`src/rtl/add_unit_sched_if.sv`:
```
// add_unit_sched_if
//   Bundles the request, adder and CDB signals of the add/sub issue scheduler.
//   master : scheduler side (add_unit_sched)
//   slave  : environment side (reservation stations, adder, CDB)
//   Signals:
//     rs_req/rs_a/rs_b/rs_sub/rs_tag  per-entry requests and operands
//     rs_gnt                          one-hot combinational grant
//     alu_a/alu_b/alu_sub, alu_res    adder operands/op and its result
//     cdb_valid/cdb_ready/cdb_data/cdb_tag  result broadcast handshake
//     busy                            any stage occupied
`timescale 1ns/1ps
interface add_unit_sched_if #(
   parameter int unsigned N     = 4,
   parameter int unsigned TAG_W = 3
);
   logic [N-1:0]       rs_req;
   logic [N*32-1:0]    rs_a;
   logic [N*32-1:0]    rs_b;
   logic [N-1:0]       rs_sub;
   logic [N*TAG_W-1:0] rs_tag;
   logic [N-1:0]       rs_gnt;
   logic [31:0]        alu_a;
   logic [31:0]        alu_b;
   logic               alu_sub;
   logic [31:0]        alu_res;
   logic               cdb_valid;
   logic               cdb_ready;
   logic [31:0]        cdb_data;
   logic [TAG_W-1:0]   cdb_tag;
   logic               busy;

   modport master (
      input  rs_req, rs_a, rs_b, rs_sub, rs_tag, alu_res, cdb_ready,
      output rs_gnt, alu_a, alu_b, alu_sub, cdb_valid, cdb_data, cdb_tag, busy
   );

   modport slave (
      output rs_req, rs_a, rs_b, rs_sub, rs_tag, alu_res, cdb_ready,
      input  rs_gnt, alu_a, alu_b, alu_sub, cdb_valid, cdb_data, cdb_tag, busy
   );
endinterface

```
`src/rtl/add_unit_sched.sv`:
```
// add_unit_sched
//   Issue scheduler for the shared 32-bit add/sub unit. Round-robin picks one
//   ready reservation-station entry, the E stage drives the adder, the W stage
//   broadcasts the result and tag on the CDB with valid/ready. Both stages
//   stall under CDB back-pressure; flush kills everything in flight.
//   Ports:
//     clk    rising-edge clock
//     rst_n  asynchronous active-low reset
//     flush  synchronous kill of in-flight ops
//     bus    add_unit_sched_if.master (requests, adder, CDB, busy)
//   Optional: define ADD_UNIT_SCHED_PERF_EN to add perf_issue (grant count)
//   and perf_stall (cdb_valid & !cdb_ready cycle count) outputs.
`timescale 1ns/1ps
module add_unit_sched #(
   parameter int unsigned N     = 4,
   parameter int unsigned TAG_W = 3
) (
   input  logic                   clk,
   input  logic                   rst_n,
   input  logic                   flush,
   add_unit_sched_if.master       bus
`ifdef ADD_UNIT_SCHED_PERF_EN
   ,
   output logic [31:0]            perf_issue,
   output logic [31:0]            perf_stall
`endif
);

   localparam int unsigned PW = (N > 1) ? $clog2(N) : 1;

   logic             e_valid_q, e_valid_d;
   logic [31:0]      e_a_q, e_a_d;
   logic [31:0]      e_b_q, e_b_d;
   logic             e_sub_q, e_sub_d;
   logic [TAG_W-1:0] e_tag_q, e_tag_d;
   logic             w_valid_q, w_valid_d;
   logic [31:0]      w_data_q, w_data_d;
   logic [TAG_W-1:0] w_tag_q, w_tag_d;
   logic [PW-1:0]    rr_ptr_q, rr_ptr_d;

   logic             w_take, e_take, grant_en;
   logic [N-1:0]     pick;
   logic [PW-1:0]    next_ptr;
   logic [PW-1:0]    idx;
   logic             found;
   logic [31:0]      sel_a, sel_b;
   logic             sel_sub;
   logic [TAG_W-1:0] sel_tag;

   assign w_take   = !w_valid_q || bus.cdb_ready;
   assign e_take   = !e_valid_q || w_take;
   // rst_n gating keeps the combinational grant quiet while reset is held
   assign grant_en = rst_n && e_take && !flush && (|bus.rs_req);

   // Round-robin search starting at rr_ptr
   always_comb begin
      pick     = '0;
      next_ptr = rr_ptr_q;
      found    = 1'b0;
      idx      = '0;
      for (int unsigned k = 0; k < N; k++) begin
         idx = PW'((32'(rr_ptr_q) + k) % N);
         if (!found && bus.rs_req[idx]) begin
            pick[idx] = 1'b1;
            next_ptr  = PW'((32'(idx) + 1) % N);
            found     = 1'b1;
         end
      end
   end

   // One-hot OR-mux of the winning entry's operands
   always_comb begin
      sel_a   = '0;
      sel_b   = '0;
      sel_sub = 1'b0;
      sel_tag = '0;
      for (int unsigned i = 0; i < N; i++) begin
         if (pick[i]) begin
            sel_a   = sel_a   | bus.rs_a[i*32 +: 32];
            sel_b   = sel_b   | bus.rs_b[i*32 +: 32];
            sel_sub = sel_sub | bus.rs_sub[i];
            sel_tag = sel_tag | bus.rs_tag[i*TAG_W +: TAG_W];
         end
      end
   end

   assign bus.rs_gnt = grant_en ? pick : '0;

   always_comb begin
      e_valid_d = e_valid_q;
      e_a_d     = e_a_q;
      e_b_d     = e_b_q;
      e_sub_d   = e_sub_q;
      e_tag_d   = e_tag_q;
      w_valid_d = w_valid_q;
      w_data_d  = w_data_q;
      w_tag_d   = w_tag_q;
      rr_ptr_d  = rr_ptr_q;

      if (w_take) begin
         w_valid_d = e_valid_q;
         w_data_d  = bus.alu_res;
         w_tag_d   = e_tag_q;
      end
      if (e_take) begin
         e_valid_d = grant_en;
         if (grant_en) begin
            e_a_d    = sel_a;
            e_b_d    = sel_b;
            e_sub_d  = sel_sub;
            e_tag_d  = sel_tag;
            rr_ptr_d = next_ptr;
         end
      end
      if (flush) begin
         e_valid_d = 1'b0;
         w_valid_d = 1'b0;
      end
   end

   always_ff @(posedge clk or negedge rst_n) begin
      if (!rst_n) begin
         e_valid_q <= 1'b0;
         e_a_q     <= '0;
         e_b_q     <= '0;
         e_sub_q   <= 1'b0;
         e_tag_q   <= '0;
         w_valid_q <= 1'b0;
         w_data_q  <= '0;
         w_tag_q   <= '0;
         rr_ptr_q  <= '0;
      end else begin
         e_valid_q <= e_valid_d;
         e_a_q     <= e_a_d;
         e_b_q     <= e_b_d;
         e_sub_q   <= e_sub_d;
         e_tag_q   <= e_tag_d;
         w_valid_q <= w_valid_d;
         w_data_q  <= w_data_d;
         w_tag_q   <= w_tag_d;
         rr_ptr_q  <= rr_ptr_d;
      end
   end

   assign bus.alu_a     = e_a_q;
   assign bus.alu_b     = e_b_q;
   assign bus.alu_sub   = e_sub_q;
   assign bus.cdb_valid = w_valid_q;
   assign bus.cdb_data  = w_data_q;
   assign bus.cdb_tag   = w_tag_q;
   assign bus.busy      = e_valid_q || w_valid_q;

`ifdef ADD_UNIT_SCHED_PERF_EN
   logic [31:0] perf_issue_q, perf_stall_q;

   always_ff @(posedge clk or negedge rst_n) begin
      if (!rst_n) begin
         perf_issue_q <= '0;
         perf_stall_q <= '0;
      end else begin
         perf_issue_q <= perf_issue_q + 32'(grant_en);
         perf_stall_q <= perf_stall_q + 32'(w_valid_q && !bus.cdb_ready);
      end
   end

   assign perf_issue = perf_issue_q;
   assign perf_stall = perf_stall_q;
`endif

endmodule

```
`src/flat_wrapper.sv`:
```
// flat-port wrapper written by rule: the top's interface ports become plain ports
module add_unit_sched_flat 
#(
   parameter int unsigned N     = 4,
   parameter int unsigned TAG_W = 3
)
  (clk, rst_n, flush, bus_rs_req, bus_rs_a, bus_rs_b, bus_rs_sub, bus_rs_tag, bus_alu_res, bus_cdb_ready, bus_rs_gnt, bus_alu_a, bus_alu_b, bus_alu_sub, bus_cdb_valid, bus_cdb_data, bus_cdb_tag, bus_busy);
  add_unit_sched_if #(.N(N), .TAG_W(TAG_W)) bus_i ();
  input  logic clk;
  input  logic rst_n;
  input  logic flush;
  input wire logic [$bits(bus_i.rs_req)-1:0] bus_rs_req;
  input wire logic [$bits(bus_i.rs_a)-1:0] bus_rs_a;
  input wire logic [$bits(bus_i.rs_b)-1:0] bus_rs_b;
  input wire logic [$bits(bus_i.rs_sub)-1:0] bus_rs_sub;
  input wire logic [$bits(bus_i.rs_tag)-1:0] bus_rs_tag;
  input wire logic [$bits(bus_i.alu_res)-1:0] bus_alu_res;
  input wire logic [$bits(bus_i.cdb_ready)-1:0] bus_cdb_ready;
  output wire logic [$bits(bus_i.rs_gnt)-1:0] bus_rs_gnt;
  output wire logic [$bits(bus_i.alu_a)-1:0] bus_alu_a;
  output wire logic [$bits(bus_i.alu_b)-1:0] bus_alu_b;
  output wire logic [$bits(bus_i.alu_sub)-1:0] bus_alu_sub;
  output wire logic [$bits(bus_i.cdb_valid)-1:0] bus_cdb_valid;
  output wire logic [$bits(bus_i.cdb_data)-1:0] bus_cdb_data;
  output wire logic [$bits(bus_i.cdb_tag)-1:0] bus_cdb_tag;
  output wire logic [$bits(bus_i.busy)-1:0] bus_busy;
  assign bus_i.rs_req = bus_rs_req;
  assign bus_i.rs_a = bus_rs_a;
  assign bus_i.rs_b = bus_rs_b;
  assign bus_i.rs_sub = bus_rs_sub;
  assign bus_i.rs_tag = bus_rs_tag;
  assign bus_i.alu_res = bus_alu_res;
  assign bus_i.cdb_ready = bus_cdb_ready;
  assign bus_rs_gnt = bus_i.rs_gnt;
  assign bus_alu_a = bus_i.alu_a;
  assign bus_alu_b = bus_i.alu_b;
  assign bus_alu_sub = bus_i.alu_sub;
  assign bus_cdb_valid = bus_i.cdb_valid;
  assign bus_cdb_data = bus_i.cdb_data;
  assign bus_cdb_tag = bus_i.cdb_tag;
  assign bus_busy = bus_i.busy;
  add_unit_sched #(.N(N), .TAG_W(TAG_W)) u_core (.clk(clk), .rst_n(rst_n), .flush(flush), .bus(bus_i));
endmodule
```
`config.mk`:
```
export PLATFORM = sky130hd
export DESIGN_NAME = add_unit_sched_flat
export DESIGN_NICKNAME = d
export VERILOG_FILES = /design/src/rtl/add_unit_sched_if.sv /design/src/rtl/add_unit_sched.sv /design/src/flat_wrapper.sv
export SDC_FILE = /design/constraint.sdc
export NUM_CORES = 1
export LEC_CHECK = 0
export CAP_MARGIN = 25
export CORE_AREA = 2 2 161 163
export DETAILED_ROUTE_END_ITERATION = 8
export DIE_AREA = 0 0 163 165
export GPL_TIMING_DRIVEN = 0
export PLACE_DENSITY = 0.77
export REMOVE_ABC_BUFFERS = 1
export SLEW_MARGIN = 20
export SYNTH_ARGS = -nofsm -noshare
export SYNTH_HDL_FRONTEND = slang
export SYNTH_SLANG_ARGS = --single-unit
```
`constraint.sdc`:
```
create_clock -name clk -period 5.2 [get_ports clk]
set_clock_uncertainty 0.15 [all_clocks]
set_input_delay 1.56 -clock clk [delete_from_list [all_inputs] [get_ports clk]]
set_output_delay 1.56 -clock clk [all_outputs]
set_load 0.1 [all_outputs]
```
Word level (Yosys, flattened, before mapping) --
Index checks and enable logic that the tools add are counted.
Storage, ports and cells: register bits 107, word-level logic and storage cells 111, output and inout bits 106
Operators by class: reduce and logical (&&, ||, !) cells 25, add/subtract/negate cells 6, order comparisons 8, bitwise operators 15, multiplexer cells 48
Operators with widths (count):
- $mux 32 | 8
- $or 32x32->32 | 6
- $mux 4 | 5
- $mux 1 | 19
- $lt 2x3->1 const B | 4
- $mux 3 | 4
- $or 4x4->4 | 3
- $logic_and 1x1->1 | 10
- $or 3x3->3 | 3
- $add 2x1->2 const B | 4
- $bmux 1 s2 | 4
- $demux 1 s2 | 4
- $ge 2x1->1 const B | 4
- $mux 2 | 4
- $logic_not 1->1 | 6
- $add 2x2->2 const B | 2
- $reduce_bool 2->1 | 2
- $reduce_bool 4->1 | 1
- $reduce_or 4->1 | 1
- $logic_or 1x1->1 | 3
- $or 1x1->1 | 3
- $reduce_and 3->1 | 1
- $reduce_and 2->1 | 1

Longest topological paths before layout --
depth after elaboration 19, gate-level depth with buffers 12, mapped depth without buffers 8

Least setup slack after synthesis --
Ideal clock, no wire load.
kind input to output, from input bus_rs_req[2], to output bus_rs_gnt[3], data required time 3490 ps, data arrival time 4287 ps, slack -797 ps, path buffers 2, stages 8, cells stage by stage mux4_2 > inv_2 > o211ai_1 > a31oi_1 > buf_4 > buf_2 > a21oi_1 > nor2_1
Between the ends: longest elaborated chain between the ends 13, elaborated cells on any way between the ends 27
RTL lines:
- from (decl) | line flat_wrapper.sv:12 | input wire logic [$bits(bus_i.rs_req)-1:0] bus_rs_req;
- $bmux 1 s2 | line add_unit_sched.sv:63 | if (!found && bus.rs_req[idx]) begin
- $mux 1 (not written as such) | line add_unit_sched.sv:63
- $mux 1 | line add_unit_sched.sv:63
- $logic_not 1->1 | line add_unit_sched.sv:63
- $logic_and 1x1->1 | line add_unit_sched.sv:63
- $mux 1 | line add_unit_sched.sv:63
- $logic_not 1->1 | line add_unit_sched.sv:63
- $logic_and 1x1->1 | line add_unit_sched.sv:63
- $mux 1 | line add_unit_sched.sv:63
- $logic_not 1->1 | line add_unit_sched.sv:63
- $logic_and 1x1->1 | line add_unit_sched.sv:63
- $mux 4 | line add_unit_sched.sv:63
- $mux 4 * | line add_unit_sched.sv:87 | assign bus.rs_gnt = grant_en ? pick : '0;
- to (decl) | line flat_wrapper.sv:19 | output wire logic [$bits(bus_i.rs_gnt)-1:0] bus_rs_gnt;
Mark *: on every way between the ends. The rest lies on a longest branch, timed or not. The select of a mux whose other input is x is not followed.

Final worst setup path --
from input bus_rs_req[1], to output bus_rs_gnt[2]
The elaborated chain is that of the path after synthesis.

==> impl_metrics.ini <==
[status]
status = finished, violations left
violations = design-rule violations

[clocking]
clock_latency_ns = 0.36
clockBufferDepth = 2
cts_tree = built
cts_buffers = 9
cts.htree.levels = 3
clk_pin_slew_ns = 0.07
cts_hold_buffers = 0
cts_root_buf = clkbuf_16
clock_sinks = 107

[drt]
wl_per_cell_um = 23.0
vias = 10167
antenna_left = 0
wl_mm = 36.6
first_pass_iters = 9
drc = 2
routed_via_density = 6.39
drtIter0Drc = 1566

[logic_synthesis]
yosys.area.top_type = dfrtp_1
ys_ff_latch = 107
netlist_area_mm2 = 0.00782
synthCells = 885
ys_seq_area_frac = 0.343
synth_flop_cell = dfrtp_1
yosys-top-cells-area = dfrtp_1, o211ai_1, a222oi_1
synth_top_area_frac = 0.343
synth_edf_count = 0
async_flop_share = 1.00
ys_warn_count = 0
synth_area_per_cell_um2 = 8.83
ys_types = 43

[cells_and_area]
final_area_mm2 = 0.0131
drive_above_1_share = 0.0786
nets = 1575
fillers = 2239
layoutNonFillerInstCount = 1591
area.growth.synth_to_final_pct = 67.8

[setup_path]
critPathCaptureType = primary output
r2r_slack_ns = 1.51
crit_arrival_ns = 3.42
cpMaxStageDelayCell = mux4_2
max_stage_delay_ns = 0.56
cp.required_ns = 3.49
path_cells = clkdlybuf4s18_2 -> mux4_2 -> inv_4 -> a41oi_2 -> a21oi_4 -> a21oi_1 -> nor2_1 -> buf_6
start_kind = input pin
critPathMaxFanout = 8
worstSetupPathType = input pin to primary output

[global_route]
grt_antenna_before_repair = 1
grt_pass1_vias = 9888
grt_max_degree = 73
grt_use_met1 = 0.308
grt_pass1_wl_mm = 54.5
busiest_layer = met2
grt_usage = 0.257
grtUsageMet3 = 0.0630
met2_usage = 0.435
grt-ovfl-total = 0

[floorplanning]
rows = 58
core_area_mm2 = 0.0250
die_area_mm2 = 0.0269
die_w_um = 163
die_y_um = 165
io_pins = 418
initial_core_util = 0.312

[sta]
tightest_slew_ns = 1.07
finalSetupTns_ns = 0
relSlewSlack = 0.284
drv_slew = 0
hold_viol_final = 0
min_period_ns = 5.13
clock.fmax_mhz = 195
setup_violations = 0
period_share = 0.986

[place]
postPlaceCellArea_mm2 = 0.0126
place_inst = 1558
routabilityCongestion = 0.828
hpwl_mm = 25.0
portBuffers = 417

[flow_run]
maxCapViolCount = 0

[hold_path]
hp-class = flip-flop to flip-flop

[power_and_ir_drop]
p_total_w = 0.00800
power_density_mw_per_mm2 = 610
irDropWorstVdd_mv = 0.402
power_leakage_nw = 4.87
[cell usage in the layout (no fill, tap or decap), types with 5 or more instances in the layout]
master / instances
ha_1: 5
dfrtp_1: 106
nand4_1: 68
nor2_1: 12
o211ai_1: 206
buf_16: 12
clkbuf_16: 9
buf_6: 8
inv_1: 71
clkdlybuf4s50_1: 408
a21oi_1: 8
a222oi_1: 133
nand2_1: 112
buf_4: 19
[worst max-delay path: cells and delay by family]
family,cells,cell delay (ns)
AO/OA/AOI/OAI,3,0.45
buffers and inverters,3,0.66
multiplexers,1,0.56
AND/OR/NAND/NOR,1,0.17
[power by group]
part / internal, W / switching, W / leakage (nW)
registers: 0.00108 / 0.000345 / 1.15
logic: 0.00201 / 0.00384 / 3.58
clock network: 0.000340 / 0.000383 / 0.141
total: 0.00344 / 0.00456 / 4.87
[stage by stage]
| stage | utilization | hold slack [ns] | setup WS, ns |
|---|---|---|---|
| after CTS | 0.522 | 0.322 | 0.00692 |
| after global routing | 0.524 | 0.344 | -0.0161 |
| final | 0.524 | 0.316 | 0.0738 |
| after detailed placement | 0.503 | 0.306 | -1.60 |
| after global placement | 0.477 | 0.299 | -10.78 |
| after floorplan | - | 0.362 | -2.98 |
[path summary, 6_finish.rpt]
path                                        from                     to  depth (start not counted)
min in group asynchronous                  rst_n   u_core.bus.alu_b[27]                          1
max in group asynchronous                  rst_n   u_core.bus.alu_b[13]                          2
hold / removal             u_core.bus.cdb_tag[1]  u_core.bus.cdb_tag[1]                          2
setup reg to reg              u_core.rr_ptr_q[0]   u_core.bus.alu_b[21]                         10
setup / recovery                   bus_rs_req[1]          bus_rs_gnt[2]                          8
hold reg to reg            u_core.bus.cdb_tag[1]  u_core.bus.cdb_tag[1]                          2
[layout make-up]
cell class	instances	area, um^2	area share
clock inverters	7	65.1	0.00496
inverters	72	273	0.0208
flip-flops and latches	107	2680	0.204
diodes	1	2.50	0.000191
clock buffers	9	225	0.0172
well taps	330	413	0.0315
multi-input cells	606	4630	0.353
repair buffers	459	4830	0.368
[synth_stat cells (all sizes together) (4+ instances only)]
master / n
nand4: 68
o211ai: 206
ha: 8
nor2b: 6
clkbuf: 81
a221oi: 4
a21oi: 9
a222oi: 133
buf: 23
a2111oi: 4
mux2i: 4
dfrtp: 107
nor2: 12
nand2: 112
inv: 72
[state kept, by name, summed over array words and instances, names as in the netlist]
register	count
u_core.e_tag_q	3
u_core.bus.alu_a	32
u_core.bus.cdb_valid	1
u_core.bus.cdb_data	32
u_core.bus.cdb_tag	3
u_core.rr_ptr_q	2
u_core.e_valid_q	1
u_core.bus.alu_sub	1
u_core.bus.alu_b	32
[kinds of logic after synthesis]
family,count (synthesis),synth area share
compound gates,371,0.401
flops,107,0.343
buf+inv,176,0.0949
mux,7,0.0141
fa+ha+maj,8,0.0128
simple gates,215,0.134
xor+xnor,1,0.00112
[what timing repair did]
| item | 4_1_cts | 5_1_grt |
|---|---|---|
| setup buffers | 7 | 4 |
| endpoints found under the setup margin | 4 | 4 |
| pin swaps | 6 | 3 |
| gates cloned | 5 | 0 |
| resized for setup | 50 | 11 |
[routing by layer]
| layer | part of all wire | routed length (um) |
|---|---|---|
| met1 | 0.37 | 13400 |
| met2 | 0.48 | 17500 |
| met3 | 0.12 | 4310 |
| met4 | 0.037 | 1340 |
| met5 | 0 | 0 |
No activity file was read; power rests on OpenSTA's default activity.
